## src/rtl/inert_seq_rdr.sv

```systemverilog
// inert_seq_rdr: sequences SPI_mnrch transactions for an inertial sensor.
// After a power-up wait it writes an init command list, then on each data-ready
// INT reads NUM_CH 16-bit channels (low byte, then high byte) and publishes them
// all at once with a one-cycle vld. An INT watchdog re-runs the init list, and
// INT edges that arrive mid-read are counted in a saturating overrun counter.
// Ports:
//   clk, rst_n   clock, synchronous active-low reset
//   INT          sensor data-ready (asynchronous, active high)
//   done, resp   SPI transaction complete pulse and response (resp[7:0] used)
//   snd, cmd     SPI start pulse and command word
//   data, vld    channel words (ch0 in LSBs, {high,low}) and update pulse
//   init_ok      init list completed (IDLE/READ)
//   tmo          sticky watchdog flag
//   ovr_cnt      saturating count of INT edges seen during a read
module inert_seq_rdr #(
   parameter int unsigned             NUM_CH      = 4,
   parameter int unsigned             NUM_INIT    = 4,
   parameter logic [NUM_INIT*16-1:0]  INIT_CMDS   = {16'h1460, 16'h1150, 16'h1053, 16'h0D02},
   parameter logic [NUM_CH*8-1:0]     CH_ADDR     = {8'h2C, 8'h2A, 8'h26, 8'h24},
   parameter int unsigned             PWR_UP_BITS = 16,
   parameter int unsigned             TMO_BITS    = 20
) (
   input  logic                   clk,
   input  logic                   rst_n,
   input  logic                   INT,
   input  logic                   done,
   input  logic [15:0]            resp,
   output logic                   snd,
   output logic [15:0]            cmd,
   output logic [NUM_CH*16-1:0]   data,
   output logic                   vld,
   output logic                   init_ok,
   output logic                   tmo,
   output logic [7:0]             ovr_cnt
);

   localparam int unsigned NUM_RD = 2 * NUM_CH;
   localparam int unsigned RD_W   = (NUM_RD > 1) ? $clog2(NUM_RD) : 1;
   localparam int unsigned IDX_W  = (NUM_INIT > 1) ? $clog2(NUM_INIT) : 1;
   localparam logic [RD_W-1:0]  LAST_RD  = RD_W'(NUM_RD - 1);
   localparam logic [IDX_W-1:0] LAST_IDX = IDX_W'(NUM_INIT - 1);

   typedef enum logic [1:0] {ST_PWRUP, ST_INIT, ST_IDLE, ST_READ} state_t;

   state_t                  r_state;
   logic [PWR_UP_BITS-1:0]  r_pu_cnt;
   logic [TMO_BITS-1:0]     r_wd_cnt;
   logic [IDX_W-1:0]        r_idx;
   logic [RD_W-1:0]         r_rd;
   logic [NUM_RD*8-1:0]     r_shadow;
   logic                    r_int_m;
   logic                    r_int_s;
   logic                    r_int_p;
   logic                    r_snd;
   logic [15:0]             r_cmd;
   logic [NUM_CH*16-1:0]    r_data;
   logic                    r_vld;
   logic                    r_init_ok;
   logic                    r_tmo;
   logic [7:0]              r_ovr;

   logic                    w_int_rise;
   logic                    w_done_ok;
   logic [15:0]             w_init_nx;
   logic [NUM_RD*8-1:0]     w_shadow;
   logic                    w_unused_resp_hi;

   // Read command for byte rd: channel address plus byte offset, read bit forced.
   function automatic logic [15:0] rd_cmd(input logic [RD_W-1:0] rd);
      logic [7:0] a;
      a = CH_ADDR[32'(rd >> 1) * 32'd8 +: 8] + 8'(rd[0]);
      return 16'h8000 | {a, 8'h00};
   endfunction

   assign w_int_rise       = r_int_s & ~r_int_p;
   // A done that overlaps our own snd cannot belong to the command just issued.
   assign w_done_ok        = done & ~r_snd;
   assign w_init_nx        = INIT_CMDS[(32'(r_idx) + 32'd1) * 32'd16 +: 16];
   assign w_unused_resp_hi = ^resp[15:8];

   // Shadow with the incoming byte merged, so the last byte reaches data directly.
   always_comb begin
      w_shadow = r_shadow;
      w_shadow[32'(r_rd) * 32'd8 +: 8] = resp[7:0];
   end

   // Sequencer state, counters and registered outputs.
   always_ff @(posedge clk) begin
      if (!rst_n) begin
         r_state   <= ST_PWRUP;
         r_pu_cnt  <= '0;
         r_wd_cnt  <= '0;
         r_idx     <= '0;
         r_rd      <= '0;
         r_shadow  <= '0;
         r_int_m   <= 1'b0;
         r_int_s   <= 1'b0;
         r_int_p   <= 1'b0;
         r_snd     <= 1'b0;
         r_cmd     <= '0;
         r_data    <= '0;
         r_vld     <= 1'b0;
         r_init_ok <= 1'b0;
         r_tmo     <= 1'b0;
         r_ovr     <= '0;
      end else begin
         r_int_m <= INT;
         r_int_s <= r_int_m;
         r_int_p <= r_int_s;
         r_snd   <= 1'b0;
         r_vld   <= 1'b0;

         if (r_state == ST_READ && w_int_rise && r_ovr != 8'hFF)
            r_ovr <= r_ovr + 8'd1;

         case (r_state)
            ST_PWRUP: begin
               if (&r_pu_cnt) begin
                  r_snd   <= 1'b1;
                  r_cmd   <= INIT_CMDS[15:0];
                  r_idx   <= '0;
                  r_state <= ST_INIT;
               end else begin
                  r_pu_cnt <= r_pu_cnt + PWR_UP_BITS'(1);
               end
            end
            ST_INIT: begin
               if (w_done_ok) begin
                  if (r_idx != LAST_IDX) begin
                     r_idx <= r_idx + IDX_W'(1);
                     r_snd <= 1'b1;
                     r_cmd <= w_init_nx;
                  end else begin
                     r_state   <= ST_IDLE;
                     r_init_ok <= 1'b1;
                     r_wd_cnt  <= '0;
                  end
               end
            end
            ST_IDLE: begin
               if (r_int_s) begin
                  r_snd    <= 1'b1;
                  r_cmd    <= rd_cmd('0);
                  r_rd     <= '0;
                  r_wd_cnt <= '0;
                  r_state  <= ST_READ;
               end else if (&r_wd_cnt) begin
                  // Sensor went quiet: re-run the init list without the power-up wait.
                  r_tmo     <= 1'b1;
                  r_init_ok <= 1'b0;
                  r_idx     <= '0;
                  r_snd     <= 1'b1;
                  r_cmd     <= INIT_CMDS[15:0];
                  r_state   <= ST_INIT;
               end else begin
                  r_wd_cnt <= r_wd_cnt + TMO_BITS'(1);
               end
            end
            ST_READ: begin
               if (w_done_ok) begin
                  r_shadow <= w_shadow;
                  if (r_rd != LAST_RD) begin
                     r_rd  <= r_rd + RD_W'(1);
                     r_snd <= 1'b1;
                     r_cmd <= rd_cmd(r_rd + RD_W'(1));
                  end else begin
                     r_data   <= w_shadow;
                     r_vld    <= 1'b1;
                     r_wd_cnt <= '0;
                     r_state  <= ST_IDLE;
                  end
               end
            end
            default: r_state <= ST_PWRUP;
         endcase
      end
   end

   assign snd     = r_snd;
   assign cmd     = r_cmd;
   assign data    = r_data;
   assign vld     = r_vld;
   assign init_ok = r_init_ok;
   assign tmo     = r_tmo;
   assign ovr_cnt = r_ovr;

endmodule
```

## config.mk

```make
export PLATFORM = sky130hd
export DESIGN_NAME = inert_seq_rdr
export DESIGN_NICKNAME = d
export VERILOG_FILES = /design/src/rtl/inert_seq_rdr.sv
export SDC_FILE = /design/constraint.sdc
export NUM_CORES = 1
export LEC_CHECK = 0
export CAP_MARGIN = 25
export CELL_PAD_IN_SITES_DETAIL_PLACEMENT = 2
export CELL_PAD_IN_SITES_GLOBAL_PLACEMENT = 2
export CORE_UTILIZATION = 42
export CTS_CLUSTER_SIZE = 14
export DETAILED_ROUTE_END_ITERATION = 6
export DONT_BUFFER_PORTS = 1
export PLACE_DENSITY_LB_ADDON = 0.1
export SLEW_MARGIN = 20
export SYNTH_ARGS = -nofsm -noshare
export SYNTH_HDL_FRONTEND = slang
export SYNTH_SLANG_ARGS = --single-unit
```

## constraint.sdc

```tcl
create_clock -name clk -period 5.6 [get_ports clk]
set_input_delay 1.12 -clock clk [delete_from_list [all_inputs] [get_ports clk]]
set_output_delay 1.12 -clock clk [all_outputs]
set_load 0.05 [all_outputs]
```

==> summary.md, run 1 <==
| Metric | Value |
|---|---|
| Status | `finished, final reports clean` |
| Worst slew pin tran | `0.9798 ns` |
| Worst R2R Path Depth | `8` |
| Final Hold Fails | `0` |
| Initial antenna violation count | `0` |
| CTS tree | `done` |
| Post-Route WL | `26.23 mm` |
| Yosys warnings | `0` |
| Rows | `52` |
| Detailed Route Iter0 Violations | `291` |
| VDD IR-drop max | `186.1 uV` |
| Post_cts resized | `0` |
| Synthesized flop and latch total | `196` |
| CTS buffer count | `17` |
| Number of port buffers | `0` |
| HPWL after DPL | `17.36 mm` |
| Yosys top cell area share | `44.51%` |
| Post-synth ARST share | `0%` |
| Gr ovfl total | `0` |
| Largest net degree at the start of global routing | `129` |
| Arr. time, crit path | `3.89 ns` |
| Netlist Area Pre-Place | `8816 um^2` |
| # setup viols final | `0` |
| Layout area overhead | `7.238%` |
| Initial core utilization | `43.15%` |
| Clock slew at reported path FFs | `0.07 ns` |
| FMAX | `283.1 MHz` |
| Number of placed I/O pins | `112` |
| Layout cell share with drive strength beyond 1 | `6.472%` |
| Seq/Total Area, Yosys | `44.51%` |
| Compound-Gate Fraction of Synth Area | `18.31%` |
| First-pass GRT wire length | `42.76 mm` |
| Simple-gate share of the synthesized area | `19.40%` |
| Post-synth EDFFs | `0` |
| Final TNS setup | `0 ns` |
| Commonest non-fill, non-tap cells in the layout | `196 x dfxtp_1, 122 x nor2_1, 104 x nand2_1` |
| Final nets | `980` |
| Post-Place Cells | `1197` |
| XOR/XNOR Fraction of Synth Area | `1.888%` |
| Antenna cells | `0` |
| Hold Path Depth | `2` |
| Clock Tree Buf Depth | `2` |
| Die Y | `146.9 um` |
| Final period util | `63.08%` |
| Mux cell area share after synthesis | `9.140%` |
| H-tree depth | `4` |
| Minimum clock period | `3.533 ns` |
| Total global-route track usage | `24.89%` |
| RSZ-0062 raised after global routing | `false` |
| Skew final | `0.01026 ns` |
| Crit start category | `register` |
| Max_slew headroom | `34.68%` |
| Vias in the first global route | `7946` |
| Post-DR wirelength/cell | `21.36 um` |
| DR DRC count | `0` |
| Hold WC Path Type | `register to register` |
| Main synth FF type | `dfxtp_1` |
| Root Driver | `clkbuf_16` |
| Unique masters post-synth | `66` |
| Area leader, netlist | `dfxtp_1` |
| Final GP Congestion | `0.8078` |
| CTS sink count | `196` |
| Routed vias/inst | `5.935` |
| Adder-cell area share of the yosys netlist | `1.987%` |
| DIE WIDTH | `146.9 um` |
| Vias | `7288` |
| Area contributors post-synth | `dfxtp_1 45%, mux2i_1 8.6%, nor2_1 5.2%, nand2_1 4.4%, a211oi_1 3.4%` |
| Static Leak | `3.762 nW` |
| Final Max Slew Viols | `0` |
| Postcts setup bufs | `0` |
| Commonest non-fill, non-tap cell in the layout | `dfxtp_1` |
| Crit path max fanout | `25` |
| Required time of the critical path | `5.96 ns` |
| Largest family of logic cells by synthesized area | `simple AND/OR/NAND/NOR gates` |
| DRT Pass-1 Iters | `4` |
| Nature of the critical path endpoint | `register` |
| Final non-filler cell total | `1228` |
| Syn_area_per_cell | `8.825 um^2` |
| DRT antenna net count | `0` |
| Die ar. | `21570 um^2` |
| Core area | `20430 um^2` |
| Total of max-cap violations | `0` |
| # hold bufs at CTS | `0` |
| Critical path class | `register to register` |
| Power per cell area | `283.5 nW/um^2` |
| Gate Count Post-Synth | `999` |
| Worst skew pair latency | `0.44 ns` |
## critical path, stage by stage (launching register included)
cell and delay (ns):
dfxtp_1 0.64, inv_1 0.24, ha_1 0.29, ha_1 0.37, and2_1 0.18, nand3b_1 0.65, nor2_1 0.76, nand3_1 0.15
a21oi_1 0.17
## final cells by class
class	instances	area [um^2]
clock buffers	19	442.9
clock inverters	12	146.4
fillers	2222	10980
inverters	13	51.30
multi-input cells	712	4494
flip-flops and latches	196	3924
well taps	270	337.8
repair buffers	6	57.56
## path summary, 6_finish.rpt
check / slack [ns] / startpoint / endpoint
worst min-delay path: 0.49 / r_shadow[63]$_SDFFE_PN0P_ / r_shadow[63]$_SDFFE_PN0P_
worst max register to register: 2.07 / r_rd[0]$_SDFFE_PN0P_ / r_shadow[11]$_SDFFE_PN0P_
worst min register to register: 0.49 / r_shadow[63]$_SDFFE_PN0P_ / r_shadow[63]$_SDFFE_PN0P_
worst max-delay path: 2.07 / r_rd[0]$_SDFFE_PN0P_ / r_shadow[11]$_SDFFE_PN0P_
## synth_stat cells, drive strengths merged (2+ instances only)
master    n
mux2      4
nand4b    4
xor2      4
inv      13
a21o      4
dfxtp   196
clkbuf   57
nor2    124
a211o     4
a32o      5
nor2b     2
a31oi     8
o41ai     2
buf      24
or2      11
a22oi     2
o211a    26
or4       6
and4      5
and3      5
xnor2    15
o22ai     2
or3       4
nand3    25
ha       14
o21bai    2
nand4    19
nor4     11
o21ai    48
and2     21
a211oi   40
nand2   104
o311ai    2
a21oi    49
mux2i    76
a311oi    2
nor3     13
o21a      4
nor3b     4
o211ai   26
nand3b    2
## power by group
part | switching, mW | total [mW] | leakage, nW | internal, mW
combinational | 0.0303 | 0.0388 | 1.90 | 0.00845
sequential | 0.00339 | 1.40 | 1.58 | 1.40
clock | 0.565 | 1.24 | 0.284 | 0.678
## cell families after synthesis
group           count (synthesis)
flops                         196
mux                            80
buf+inv                        94
simple gates                  363
compound gates                232
fa+ha+maj                      14
xor+xnor                       19
other cells                     1
## registers in the layout (all words and copies together) (netlist names)
| name | flops |
|---|---|
| cmd | 10 |
| init_ok | 1 |
| ovr_cnt | 8 |
| r_int_p | 1 |
| vld | 1 |
| r_shadow | 64 |
| r_pu_cnt | 16 |
| tmo | 1 |
| r_rd | 3 |
| data | 64 |
| r_idx | 2 |
| r_int_s | 1 |
| r_wd_cnt | 20 |
| r_int_m | 1 |
| snd | 1 |
| r_state | 2 |
## per-layer routing
| metal | routed length (um) | global-route usage [%] | share of wire (%) | vias up |
|---|---|---|---|---|
| met5 | 0 | 0 | 0 | - |
| met4 | 394 | 7.813 | 1.5 | 0 |
| met3 | 841 | 3.851 | 3.2 | 27 |
| met2 | 13500 | 45.17 | 51 | 118 |
| met1 | 11500 | 29.96 | 44 | 3692 |
| li1 | - | - | - | 3451 |
## per-stage QoR
stage | area (um^2) | worst slack (ns) | utilization, % | hold WS (ns) | power (mW)
2_1_floorplan | 8827 | 3.095 | - | 0.4119 | 1.470
3_3_place_gp | 8865 | 2.371 | 43.39 | 0.4628 | 1.468
3_5_place_dp | 8865 | 2.209 | 43.39 | 0.4765 | 1.469
4_1_cts | 9454 | 2.091 | 46.28 | 0.4882 | 2.703
5_1_grt | 9454 | 1.747 | 46.28 | 0.5142 | 2.760
6_report | 9454 | 2.067 | 46.28 | 0.4864 | 2.680
Power figures use the tool's default switching activity.
==> run 2, diff against run 1 <==
- CORE_UTILIZATION: 42 -> 35
- clock period: 5.6 -> 2.9 ns (I/O delays scaled with it)
==> run 2 against run 1 <==
  * Clock skew rose by 0.0070 ns
  * Sequential power rose by 93%
  * Via count fell by 0.69%
  * Worst hold slack got worse by 0.22 ns
  * First-iteration DRC count rose by 24%
  * Non-clock buffer count rose by 21
==> summary.md, run 2 (synthesized netlist as in run 1, its figures left out) <==
| Metric | Value |
|---|---|
| Total global-route track usage | `20.80%` |
| Crit start category | `register` |
| VDD IR-drop max | `266.6 uV` |
| H-tree depth | `4` |
| Worst slew pin tran | `0.9899 ns` |
| Largest net degree at the start of global routing | `77` |
| Post_cts resized | `0` |
| Hold WC Path Type | `primary input to register` |
| Detailed-routed wire length on met2 | `13.34 mm` |
| # setup viols final | `0` |
| Power per cell area | `536.1 nW/um^2` |
| Minimum clock period | `2.667 ns` |
| Antenna cells | `0` |
| Initial core utilization | `35.93%` |
| Crit-path max cell delay | `0.77 ns` |
| Number of placed I/O pins | `112` |
| Sequential group share of total power | `51.8%` |
| CTS sink count | `196` |
| Critical path cell sequence | `ha_1 > nand3_1 > or4_1 > o21ai_2 > nor3_1 > a211o_2` |
| Static Leak | `3.871 nW` |
| Status | `finished, final reports clean` |
| Clock Tree Buf Depth | `2` |
| FMAX | `374.9 MHz` |
| Number of port buffers | `0` |
| Psw | `1.262 mW` |
| Arr. time, crit path | `3.00 ns` |
| Uppermost layer routed | `met4` |
| Required time of the critical path | `3.23 ns` |
| Max_slew headroom | `33.92%` |
| Routed vias/inst | `5.551` |
| Final Hold Fails | `0` |
| Die ar. | `25830 um^2` |
| Post-DR wirelength/cell | `20.00 um` |
| Post-Place Cells | `1272` |
| HPWL after DPL | `18.09 mm` |
| CTS buffer count | `17` |
| Crit path max fanout | `9` |
| Postcts setup bufs | `0` |
| RSZ-0062 raised after global routing | `false` |
| Commonest non-fill, non-tap cells in the layout | `196 x dfxtp_1, 122 x nor2_1, 104 x nand2_1` |
| Vias in the first global route | `7865` |
| Final TNS setup | `0 ns` |
| Clock power share | `46.7%` |
| Critical path class | `register to register` |
| Total of max-cap violations | `0` |
| Nature of the critical path endpoint | `register` |
| Skew final | `0.01728 ns` |
| Slowest cell on crit path | `or4_1` |
| Hold Slack | `0.2659 ns` |
| Final period util | `91.98%` |
| Final non-filler cell total | `1304` |
| Post-Route WL | `26.09 mm` |
| Detailed Route Iter0 Violations | `360` |
| WL met1 | `11.68 mm` |
| Clock slew at reported path FFs | `0.08 ns` |
| Switching share of power | `24.23%` |
| Layout area overhead | `10.23%` |
| Root Driver | `clkbuf_16` |
| Final GP Congestion | `0.7812` |
| Gr ovfl total | `0` |
| Final Max Slew Viols | `0` |
| Logic pwr share | `1.5%` |
| Core area | `24530 um^2` |
| Die Y | `160.7 um` |
| Rows | `57` |
| DRT Pass-1 Iters | `4` |
| Initial antenna violation count | `0` |
| Final nets | `1001` |
| DR WL met3 | `724 um` |
| Worst skew pair latency | `0.45 ns` |
| DR DRC count | `0` |
| Layout cell share with drive strength beyond 1 | `8.571%` |
| Int Pwr | `3.947 mW` |
| Commonest non-fill, non-tap cell in the layout | `dfxtp_1` |
| DRT antenna net count | `0` |
| First-pass GRT wire length | `42.92 mm` |
| Vias | `7238` |
| CTS tree | `done` |
| # hold bufs at CTS | `0` |
| DIE WIDTH | `160.7 um` |
run 2: cell types whose count changed in the layout (fill, tap and decap cells not counted), sizes merged:
cell,change
buf,+21
bufinv,-1
clkbuf,-1
clkinv,-2
inv,+5
run 2: routing by layer:
metal	vias to the layer above	GRT usage, %
li1	3498	-
met2	100	37.25
met3	22	3.151
met5	-	0
met1	3618	25.61
met4	0	6.175
run 2: critical path, delay by kind of cell, from the launching register on:
family                     cells  cell delay [ns]
and+or+nand+nor                3             1.11
AOI/OAI and AO/OA              2             0.82
DFF                            1             0.41
adders and majority gates      1             0.21
run 2: final timing paths:
| path | start | end | slack [ns] | cells past startpoint |
|---|---|---|---|---|
| max | r_wd_cnt[0]$_SDFFE_PN0P_ | r_wd_cnt[12]$_SDFFE_PN0P_ | 0.23 | 6 |
| min reg2reg | r_shadow[57]$_SDFFE_PN0P_ | r_shadow[57]$_SDFFE_PN0P_ | 0.49 | 2 |
| min | resp[2] | r_shadow[26]$_SDFFE_PN0P_ | 0.27 | 2 |
| max reg2reg | r_wd_cnt[0]$_SDFFE_PN0P_ | r_wd_cnt[12]$_SDFFE_PN0P_ | 0.23 | 6 |
run 2: power groups by stage:
stage / clock [mW] / combinational (mW) / sequential (mW)
floorplan: 0 / 0.0787 / 2.76
global placement: 0 / 0.0753 / 2.76
detailed placement: 0 / 0.0778 / 2.76
CTS: 2.51 / 0.0782 / 2.70
global route: 2.61 / 0.0848 / 2.70
finish: 2.43 / 0.0766 / 2.70
run 2: final cells by class:
cell class	instances	area, um^2
multi-input combinational	712	4494
tap	324	405.4
inverter	13	51.30
clock buffer	18	429.2
clock inverter	14	161.4
sequential	196	3924
timing repair buffer	27	252.7
fill	2718	14820
run 2: through the flow:
stage               utilization [%]  total power [mW]  cell area (um^2)  worst slack [ns]
finish                        39.61             5.209              9718            0.2327
global route                  39.61             5.391              9718            0.1193
CTS                           39.61             5.286              9718            0.2253
detailed placement            37.20             2.841              9128            0.2565
global placement              37.20             2.838              9128            0.3922
floorplan                         -             2.839              8827            0.6078
